==> src/rtl/softstart_pkg.sv <==
// softstart_pkg: shared constants and the sequencer state encoding.
//   RAMP_W_DEF / STEP_DIV_DEF / SETTLE_CYC_DEF : default parameter values
//   CNT_W                                      : width of prescaler and settle counters
//   ss_state_e                                 : 3-bit sequencer state
package softstart_pkg;

    localparam int RAMP_W_DEF     = 8;
    localparam int STEP_DIV_DEF   = 16;
    localparam int SETTLE_CYC_DEF = 32;
    // 8 bits covers the 256-clock maximum of both STEP_DIV and SETTLE_CYC
    localparam int CNT_W          = 8;

    typedef enum logic [2:0] {
        ST_IDLE   = 3'd0,
        ST_RAMP   = 3'd1,
        ST_SETTLE = 3'd2,
        ST_DONE   = 3'd3,
        ST_FAULT  = 3'd4
    } ss_state_e;

endpackage

==> src/rtl/ss_prescaler.sv <==
// ss_prescaler: divide-by-DIV tick generator with synchronous clear.
//   clk  : clock, rising edge
//   rst  : synchronous active-high reset
//   clr  : synchronous clear of the count (wins over en)
//   en   : count enable
//   tick : high during the enabled cycle whose edge wraps the count to 0
module ss_prescaler
    import softstart_pkg::*;
#(
    parameter int DIV = 16
) (
    input  logic clk,
    input  logic rst,
    input  logic clr,
    input  logic en,
    output logic tick
);

    localparam logic [CNT_W-1:0] LAST = CNT_W'(DIV - 1);

    logic [CNT_W-1:0] cnt_q, cnt_d;

    assign tick = en && (cnt_q == LAST);

    always_comb begin
        cnt_d = cnt_q;
        if (clr) begin
            cnt_d = '0;
        end else if (en) begin
            cnt_d = tick ? '0 : cnt_q + CNT_W'(1);
        end
    end

    always_ff @(posedge clk) begin
        if (rst) cnt_q <= '0;
        else     cnt_q <= cnt_d;
    end

endmodule

==> src/rtl/softstart_seq.sv <==
// softstart_seq: soft-start reference ramp sequencer.
//   clk, rst            : clock and synchronous active-high reset
//   en                  : level-sensitive soft-start enable
//   fault               : synchronised fault detect
//   ramp_code           : reference DAC code, ramps 0..all-ones
//   ramp_active         : high while ramping or settling
//   nofault_done        : soft-start finished cleanly (DFT probe source)
//   fault_latched       : high while a fault is held
//   CELG, CELSUB, CELV  : supply pins, no logic function
module softstart_seq
    import softstart_pkg::*;
#(
    parameter int RAMP_W     = RAMP_W_DEF,
    parameter int STEP_DIV   = STEP_DIV_DEF,
    parameter int SETTLE_CYC = SETTLE_CYC_DEF
) (
    input  logic              clk,
    input  logic              rst,
    input  logic              en,
    input  logic              fault,
    output logic [RAMP_W-1:0] ramp_code,
    output logic              ramp_active,
    output logic              nofault_done,
    output logic              fault_latched,
    input  logic              CELG,
    input  logic              CELSUB,
    input  logic              CELV
);

    localparam logic [RAMP_W-1:0] CODE_MAX    = '1;
    localparam logic [RAMP_W-1:0] CODE_PENULT = CODE_MAX - RAMP_W'(1);
    localparam logic [CNT_W-1:0]  SETTLE_LAST = CNT_W'(SETTLE_CYC - 1);

    ss_state_e         state_q, state_d;
    logic [RAMP_W-1:0] code_q, code_d;
    logic [CNT_W-1:0]  settle_q, settle_d;
    logic              presc_en, presc_clr, step_tick;

    logic unused_supply;
    assign unused_supply = CELG ^ CELSUB ^ CELV;

    // Prescaler runs only in RAMP and is cleared on any edge that leaves RAMP,
    // so every ramp restarts with a full step period.
    assign presc_en  = (state_q == ST_RAMP);
    assign presc_clr = (state_d != ST_RAMP);

    ss_prescaler #(.DIV(STEP_DIV)) u_presc (
        .clk  (clk),
        .rst  (rst),
        .clr  (presc_clr),
        .en   (presc_en),
        .tick (step_tick)
    );

    always_comb begin
        state_d  = state_q;
        code_d   = code_q;
        settle_d = '0;
        unique case (state_q)
            ST_IDLE: begin
                code_d = '0;
                if (en) state_d = ST_RAMP;
            end
            ST_RAMP: begin
                if (fault) begin
                    state_d = ST_FAULT;
                    code_d  = '0;
                end else if (!en) begin
                    state_d = ST_IDLE;
                    code_d  = '0;
                end else if (step_tick) begin
                    code_d = code_q + RAMP_W'(1);
                    // leave on the step that lands on all-ones: no wrap
                    if (code_q == CODE_PENULT) state_d = ST_SETTLE;
                end
            end
            ST_SETTLE: begin
                if (fault) begin
                    state_d = ST_FAULT;
                    code_d  = '0;
                end else if (!en) begin
                    state_d = ST_IDLE;
                    code_d  = '0;
                end else if (settle_q == SETTLE_LAST) begin
                    state_d = ST_DONE;
                end else begin
                    settle_d = settle_q + CNT_W'(1);
                end
            end
            ST_DONE: begin
                if (fault) begin
                    state_d = ST_FAULT;
                    code_d  = '0;
                end else if (!en) begin
                    state_d = ST_IDLE;
                    code_d  = '0;
                end
            end
            ST_FAULT: begin
                code_d = '0;
                // fault is sticky until en drops, whatever fault does
                if (!en) state_d = ST_IDLE;
            end
            default: begin
                state_d = ST_IDLE;
                code_d  = '0;
            end
        endcase
    end

    always_ff @(posedge clk) begin
        if (rst) begin
            state_q  <= ST_IDLE;
            code_q   <= '0;
            settle_q <= '0;
        end else begin
            state_q  <= state_d;
            code_q   <= code_d;
            settle_q <= settle_d;
        end
    end

    assign ramp_code     = code_q;
    assign ramp_active   = (state_q == ST_RAMP) || (state_q == ST_SETTLE);
    assign nofault_done  = (state_q == ST_DONE);
    assign fault_latched = (state_q == ST_FAULT);

endmodule

==> config.mk <==
export PLATFORM = sky130hd
export DESIGN_NAME = softstart_seq
export DESIGN_NICKNAME = d
export VERILOG_FILES = /design/src/rtl/softstart_pkg.sv /design/src/rtl/ss_prescaler.sv /design/src/rtl/softstart_seq.sv
export SDC_FILE = /design/constraint.sdc
export NUM_CORES = 1
export LEC_CHECK = 0
export CORE_MARGIN = 2
export CORE_UTILIZATION = 50
export CTS_CLUSTER_SIZE = 12
export DETAILED_ROUTE_END_ITERATION = 8
export PLACE_DENSITY = 0.82
export SLEW_MARGIN = 20
export SYNTH_ARGS = -nofsm -noshare
export SYNTH_HDL_FRONTEND = slang
export SYNTH_SLANG_ARGS = --single-unit
==> constraint.sdc <==
create_clock -name clk -period 3.9 [get_ports clk]
set_input_delay 0.78 -clock clk [delete_from_list [all_inputs] [get_ports clk]]
set_output_delay 0.78 -clock clk [all_outputs]
set_load 0.01 [all_outputs]
==> impl_summary.txt, run 1 <==
----------------------------------------------------
[Run status]
  Run status ... finished clean

[Floorplanning]
  Placement row count ... 19
  Total Die Area ... 0.00322 sq mm
  Overall die height ... 56.8 um
  Core Region ... 0.00271 sq mm
  Die width ... 56.8 um
  I/O pin cnt ... 18
  Initial standard-cell utilization of the core ... 51.4%

[Clock network]
  Level count of the clock H-tree ... 1
  Master cell of the clock root buffer ... sky130_fd_sc_hd__clkbuf_4
  Cts-stage hold buffer count ... 0
  Clock transition at the register clock pins on the worst setup and hold paths after CTS ... 0.14 ns
  Number of clock sinks ... 27
  Source-to-sink clock delay at the later pin of the worst-skew pair ... 0.32 ns
  Clock Tree Buf Depth ... 2
  Buffer count from post-CTS setup fixing ... 0
  Number of gates resized after cts ... 0
  TritonCTS clock tree ... built
  Total clock buffers created by CTS ... 3

[STA]
  Setup repair after global routing missed its margin ... false
  Final-report max-slew violation count ... 0
  Share of the cycle needed by the critical path after routing ... 64.0%
  Setup-failing EPs final ... 0
  Post-layout minimum cycle time ... 2.49 ns
  Final clock skew ... 0.00328 ns
  Worst path setup slack after routing ... 1.41 ns
  Setup total negative slack ... 0 ns
  Highest Clock Rate ... 0.401 GHz
  Final Hold Vio Count ... 0
  Post-Route Hold Slack ... 0.488 ns
  Relative slew margins ... 55.7%
  Transition time at the pin with the least slew margin ... 0.663 ns

[Route]
  Iteration-0 DRC Markers ... 52
  Routed wire per std cell ... 14.3 um
  Final wirelength ... 2.90 mm
  First-pass DRT Iterations ... 4
  Remaining DRCs ... 0
  Number of vias in the routed layout ... 1172
  Routed Antenna Nets ... 0
  Detailed-route vias per instance ... 5.77

[Min path]
  Type of the tightest min-delay check ... reg2reg

[Placed design]
  Final estimated routing congestion in global placement ... 0.801
  Dpl hpwl ... 2.12 mm
  Post-Place Worst Slack ... 1.05 ns
  Count of port buffers added during placement ... 14

[Critical path]
  Worst setup startpoint ... fault
  Critical R2R Launch ... state_q[2]
  Worst reg2reg setup slack ... 1.96 ns
  Arr. time, crit path ... 2.71 ns
  CP Capture Point ... ramp_code[4]
  Worst Path Required ... 4.12 ns
  Critical Setup Path Class ... in2reg
  Worst setup EP type ... register
  Path depth of the worst reg2reg path ... 5
  Critical path launch point type ... input pin
  Reg2Reg Capture Point ... ramp_code[4]
  Highest net fanout along the worst path ... 6

[Yosys]
  Adder and majority cell fraction of the synthesized area ... 3.59%
  Net Count, Synth ... 170
  Ys Warns ... 0
  Share of synthesized area spent on multiplexers ... 0%
  Sequential cell area fraction in the yosys report ... 38.8%
  Number of instances in the synthesized netlist ... 159
  Ranking of synthesized cells by area ... sky130_fd_sc_hd__dfxtp_1 39%, sky130_fd_sc_hd__xor2_1 6.9%, sky130_fd_sc_hd__nor2_1 5.7%
  Post-synthesis cell type count ... 37
  Average size of a mapped cell ... 8.76 sq um
  Syn Std Cell Area ... 0.00139 sq mm
  Largest area contributor in the synthesized netlist ... sky130_fd_sc_hd__dfxtp_1
  Synth Area in XOR/XNOR ... 10.7%
  Portion of synthesized cell area occupied by the leading cell type ... 38.8%
  Largest family of logic cells by synthesized area ... simple AND/OR/NAND/NOR gates
  Compound-Gate Fraction of Synth Area ... 8.36%
  Simple-gate area share of the yosys netlist ... 35.9%
  Synthesized flop and latch total ... 27

[GRT]
  Global-route congestion overflow total ... 0
  Antenna violations before repair ... 0
  Pin count of the biggest net entering global routing ... 15
  Global-route usage over all layers ... 20.3%
  Wire length of the first global-routing pass ... 5.25 mm
  Vias in the first global route ... 1185

[Power and ir drop]
  Post-route total power ... 432 uW
  Leakage power ... 0.544 nW
  Power per standard cell area ... 275 mW/mm^2
  Max IR drop VDD ... 0.246 mV

[Final layout]
  Number of antenna repair diodes ... 0
  Layout fillers ... 256
  Share of the core filled with cells ... 58.0%
  Area added between synthesis and finish ... 12.9%
  Layout cell share with drive strength beyond 1 ... 7.56%
  Fin nets ... 184

[Job]
  Max Cap Violations ... 0

----------------------------------------------------
## routing by layer
layer / track usage, % / up-vias / wire (um) / share of wire (%)
li1: - / 596 / - / -
met1: 25.1 / 549 / 1340 / 46
met2: 35.7 / 25 / 1430 / 49
met3: 2.53 / 2 / 104 / 3.6
met4: 7.31 / 0 / 23 / 0.79
met5: 0 / - / 0 / 0
## per-stage QoR
| stage | instance area, sq um | std cells |
|---|---|---|
| after global placement | 1550 | 199 |
| after floorplan | 1390 | 159 |
| after global routing | 1570 | 203 |
| after detailed placement | 1550 | 199 |
| final | 1570 | 203 |
| after CTS | 1570 | 203 |
## how the worst min path moves through the flow
stage / cells after the start / start / end / slack [ns]
final: 1 / settle_q[0] / settle_q[0] / 0.49
after global routing: 1 / settle_q[0] / settle_q[0] / 0.52
after CTS: 1 / settle_q[0] / settle_q[0] / 0.50
after detailed placement: 1 / settle_q[0] / settle_q[0] / 0.47
after global placement: 1 / settle_q[0] / settle_q[0] / 0.44
after floorplan: 1 / settle_q[0] / settle_q[0] / 0.43
## layout make-up
class                           instances  area (sq um)  share of cell area (%)
Clock buffer                            4          26.3                    1.67
Multi-Input combinational cell        124           816                    51.9
Sequential cell                        27           541                    34.4
Timing Repair Buffer                   14           140                    8.91
Inverter                                3          11.3                   0.716
Tap cell                               31          38.8                    2.47
## flip-flops by register name, summed over array words and instances, names as in the netlist
signal         cells
settle_q           8
ramp_code          8
state_q            3
u_presc.cnt_q      8
## power breakdown
group | internal (mW) | switching, mW | total [mW]
Sequential | 0.277 | 0.00319 | 0.281
Combinational | 0.0138 | 0.0186 | 0.0324
Clock | 0.0400 | 0.0789 | 0.119
## Yosys cell counts, drive strengths merged
cell type,count
xor2,11
and2,1
a211oi,3
o21ai,2
or3,2
a31oi,1
a21o,1
nor2b,3
or3b,1
nand4,6
a21oi,9
clkbuf,3
buf,2
and4,3
ha,4
nor4,13
and4b,1
a31o,1
nor3b,5
or2,4
nand2b,1
nand2,11
nor3,3
nor4b,1
and3,4
dfxtp,27
and3b,1
nand3,5
inv,3
nor2,21
xnor2,6
## logic make-up after synthesis
kind of cell | after synthesis
adders and majority gates | 4
AOI/OAI and AO/OA | 17
DFF | 27
buffers and inverters | 8
and+or+nand+nor | 86
xor gates and xnor gates | 17
## worst max-delay path, stage by stage
cell                              delay (ns)
sky130_fd_sc_hd__clkdlybuf4s50_1        0.46
sky130_fd_sc_hd__nand2b_1               0.24
sky130_fd_sc_hd__nor3b_1                0.60
sky130_fd_sc_hd__or2_2                  0.27
sky130_fd_sc_hd__nor4_1                 0.06
sky130_fd_sc_hd__or3_1                  0.31
## cells in the final DEF, fill, tap and decap left out, types with 2 or more instances in the layout
cell	instances
sky130_fd_sc_hd__nand2_1	11
sky130_fd_sc_hd__inv_1	3
sky130_fd_sc_hd__or3_1	2
sky130_fd_sc_hd__nor2b_1	3
sky130_fd_sc_hd__dfxtp_1	27
sky130_fd_sc_hd__o21ai_0	2
sky130_fd_sc_hd__nand4_1	6
sky130_fd_sc_hd__nor3b_2	2
sky130_fd_sc_hd__a21oi_1	8
sky130_fd_sc_hd__nor3_1	3
sky130_fd_sc_hd__or2_2	3
sky130_fd_sc_hd__a211oi_1	2
sky130_fd_sc_hd__nor3b_1	3
sky130_fd_sc_hd__xor2_1	11
sky130_fd_sc_hd__xnor2_1	6
sky130_fd_sc_hd__nor4_1	12
sky130_fd_sc_hd__nand3_1	5
sky130_fd_sc_hd__and3_1	4
sky130_fd_sc_hd__clkdlybuf4s50_1	14
sky130_fd_sc_hd__ha_1	4
sky130_fd_sc_hd__clkbuf_4	3
sky130_fd_sc_hd__nor2_1	21
sky130_fd_sc_hd__and4_1	3
No activity file was read; power rests on OpenSTA's default activity.
==> inputs of run 2 (changes only) <==
- clock period: 3.9 -> 2.3 ns (I/O delays scaled with it)
==> run 2 against run 1 <==
Worst hold slack got worse by 0.00072 ns; sequential power up 69%; count of clock-buffer cells in the layout decreased by 1; clock skew down 0.00098 ns; total power increased by 74%; global-route usage rose by 0.097 points; cell count grew 0.99%; combinational power grew 74%.
==> impl_summary.txt, run 2 (synthesis results as in run 1) <==
----------------------------------------------------
[Run status]
  Run status ... finished clean

[STA]
  Post-layout minimum cycle time ... 2.12 ns
  Setup total negative slack ... 0 ns
  Transition time at the pin with the least slew margin ... 0.473 ns
  Final-report max-slew violation count ... 0
  Share of the cycle needed by the critical path after routing ... 92.0%
  Setup repair after global routing missed its margin ... false
  Final Hold Vio Count ... 0
  Setup-failing EPs final ... 0
  Highest Clock Rate ... 0.472 GHz
  Relative slew margins ... 68.3%
  Final clock skew ... 0.00231 ns

[Clock network]
  Clock Tree Buf Depth ... 2
  Buffer count from post-CTS setup fixing ... 0
  Source-to-sink clock delay at the later pin of the worst-skew pair ... 0.34 ns
  Number of gates resized after cts ... 0
  Total clock buffers created by CTS ... 3
  Cts-stage hold buffer count ... 0
  TritonCTS clock tree ... built
  Master cell of the clock root buffer ... sky130_fd_sc_hd__clkbuf_4
  Clock transition at the register clock pins on the worst setup and hold paths after CTS ... 0.15 ns
  Level count of the clock H-tree ... 1
  Number of clock sinks ... 27

[Critical path]
  Buffer and inverter count on the worst path ... 1
  Family with the most delay on the worst path ... flip-flops
  Worst setup EP type ... output port
  Highest net fanout along the worst path ... 12
  Arr. time, crit path ... 1.66 ns
  Critical path launch point type ... register
  CP cell instances ... and2_1, clkdlybuf4s50_1
  Crit-path slowest cell ... sky130_fd_sc_hd__dfxtp_1
  Critical Setup Path Class ... reg2out
  Worst Path Required ... 1.84 ns
  Crit path largest cell delay ... 0.60 ns

[Min path]
  Type of the tightest min-delay check ... reg2reg

[GRT]
  GR Layer Usage met2 ... 34.4%
  GRT Max-Usage Layer ... met2
  Vias in the first global route ... 1174
  GRT met1 Usage ... 26.7%
  Global-route usage over all layers ... 20.4%
  Pin count of the biggest net entering global routing ... 17
  Wire length of the first global-routing pass ... 5.18 mm
  Met3 usage ... 1.61%
  Global-route congestion overflow total ... 0
  Antenna violations before repair ... 0

[Power and ir drop]
  Leakage power ... 0.553 nW
  Max IR drop VDD ... 0.329 mV
  Power per standard cell area ... 473 mW/mm^2

[Final layout]
  Area added between synthesis and finish ... 14.3%
  Most common cell after layout, fill and taps aside ... sky130_fd_sc_hd__dfxtp_1
  Layout cell share with drive strength beyond 1 ... 9.20%
  Fin nets ... 186
  Number of antenna repair diodes ... 0
  Share of the core filled with cells ... 58.7%
  Layout fillers ... 260
  Most frequent cells in the layout ... 27 x sky130_fd_sc_hd__dfxtp_1, 21 x sky130_fd_sc_hd__nor2_1, 14 x sky130_fd_sc_hd__clkdlybuf4s50_1

[Placed design]
  Dpl hpwl ... 2.17 mm
  Count of port buffers added during placement ... 14
  Final estimated routing congestion in global placement ... 0.773

[Route]
  First-pass DRT Iterations ... 4
  Detailed-route vias per instance ... 5.78
  Routed wire per std cell ... 14.4 um
  Iteration-0 DRC Markers ... 19
  Final wirelength ... 2.95 mm
  Routed Antenna Nets ... 0
  Remaining DRCs ... 0
  Number of vias in the routed layout ... 1185

[Floorplanning]
  Total Die Area ... 0.00322 sq mm
  Core Region ... 0.00271 sq mm
  I/O pin cnt ... 18
  Die width ... 56.8 um
  Overall die height ... 56.8 um
  Placement row count ... 19
  Initial standard-cell utilization of the core ... 51.4%

[Job]
  Max Cap Violations ... 0

----------------------------------------------------
## run 2: cell count changes in the layout (fill, tap and decap cells not counted), sizes merged
cell	change
buf	+2
clkbuf	-1
clkinvlp	+1
## run 2: report_power, final
group	internal (mW)	switching, mW
clock	0.0669	0.154
sequential	0.471	0.00537
combinational	0.0243	0.0321
total	0.562	0.191
## run 2: final timing paths
kind                             startpoint       endpoint  slack, ns  depth (start not counted)
worst max-delay path             state_q[2]  fault_latched       0.18                          2
worst max register to register   state_q[2]   ramp_code[4]       0.35                          5
worst min register to register  settle_q[0]    settle_q[0]       0.49                          1
worst min-delay path            settle_q[0]    settle_q[0]       0.49                          1
## run 2: per-stage QoR
step,power (mW),hold slack (ns),area (sq um),setup slack [ns],instances
2_1_floorplan,0.522,0.426,1390,0.492,159
3_3_place_gp,0.539,0.443,1560,0.134,201
3_5_place_dp,0.542,0.458,1560,0.0800,201
4_1_cts,0.759,0.491,1590,0.191,205
5_1_grt,0.780,0.505,1590,0.105,205
6_report,0.753,0.488,1590,0.184,205
## run 2: cell type report
type	count	area, sq um	share of cell area (%)
Tap cell	31	38.8	2.44
Sequential cell	27	541	34.0
Clock inverter	1	7.51	0.472
Timing Repair Buffer	16	155	9.75
Multi-Input combinational cell	124	816	51.3
Inverter	3	11.3	0.708
Clock buffer	3	22.5	1.42
## run 2: per-layer routing
metal,routed length (um),vias up
li1,-,595
met3,98,7
met1,1330,556
met5,0,-
met2,1480,27
met4,47,0
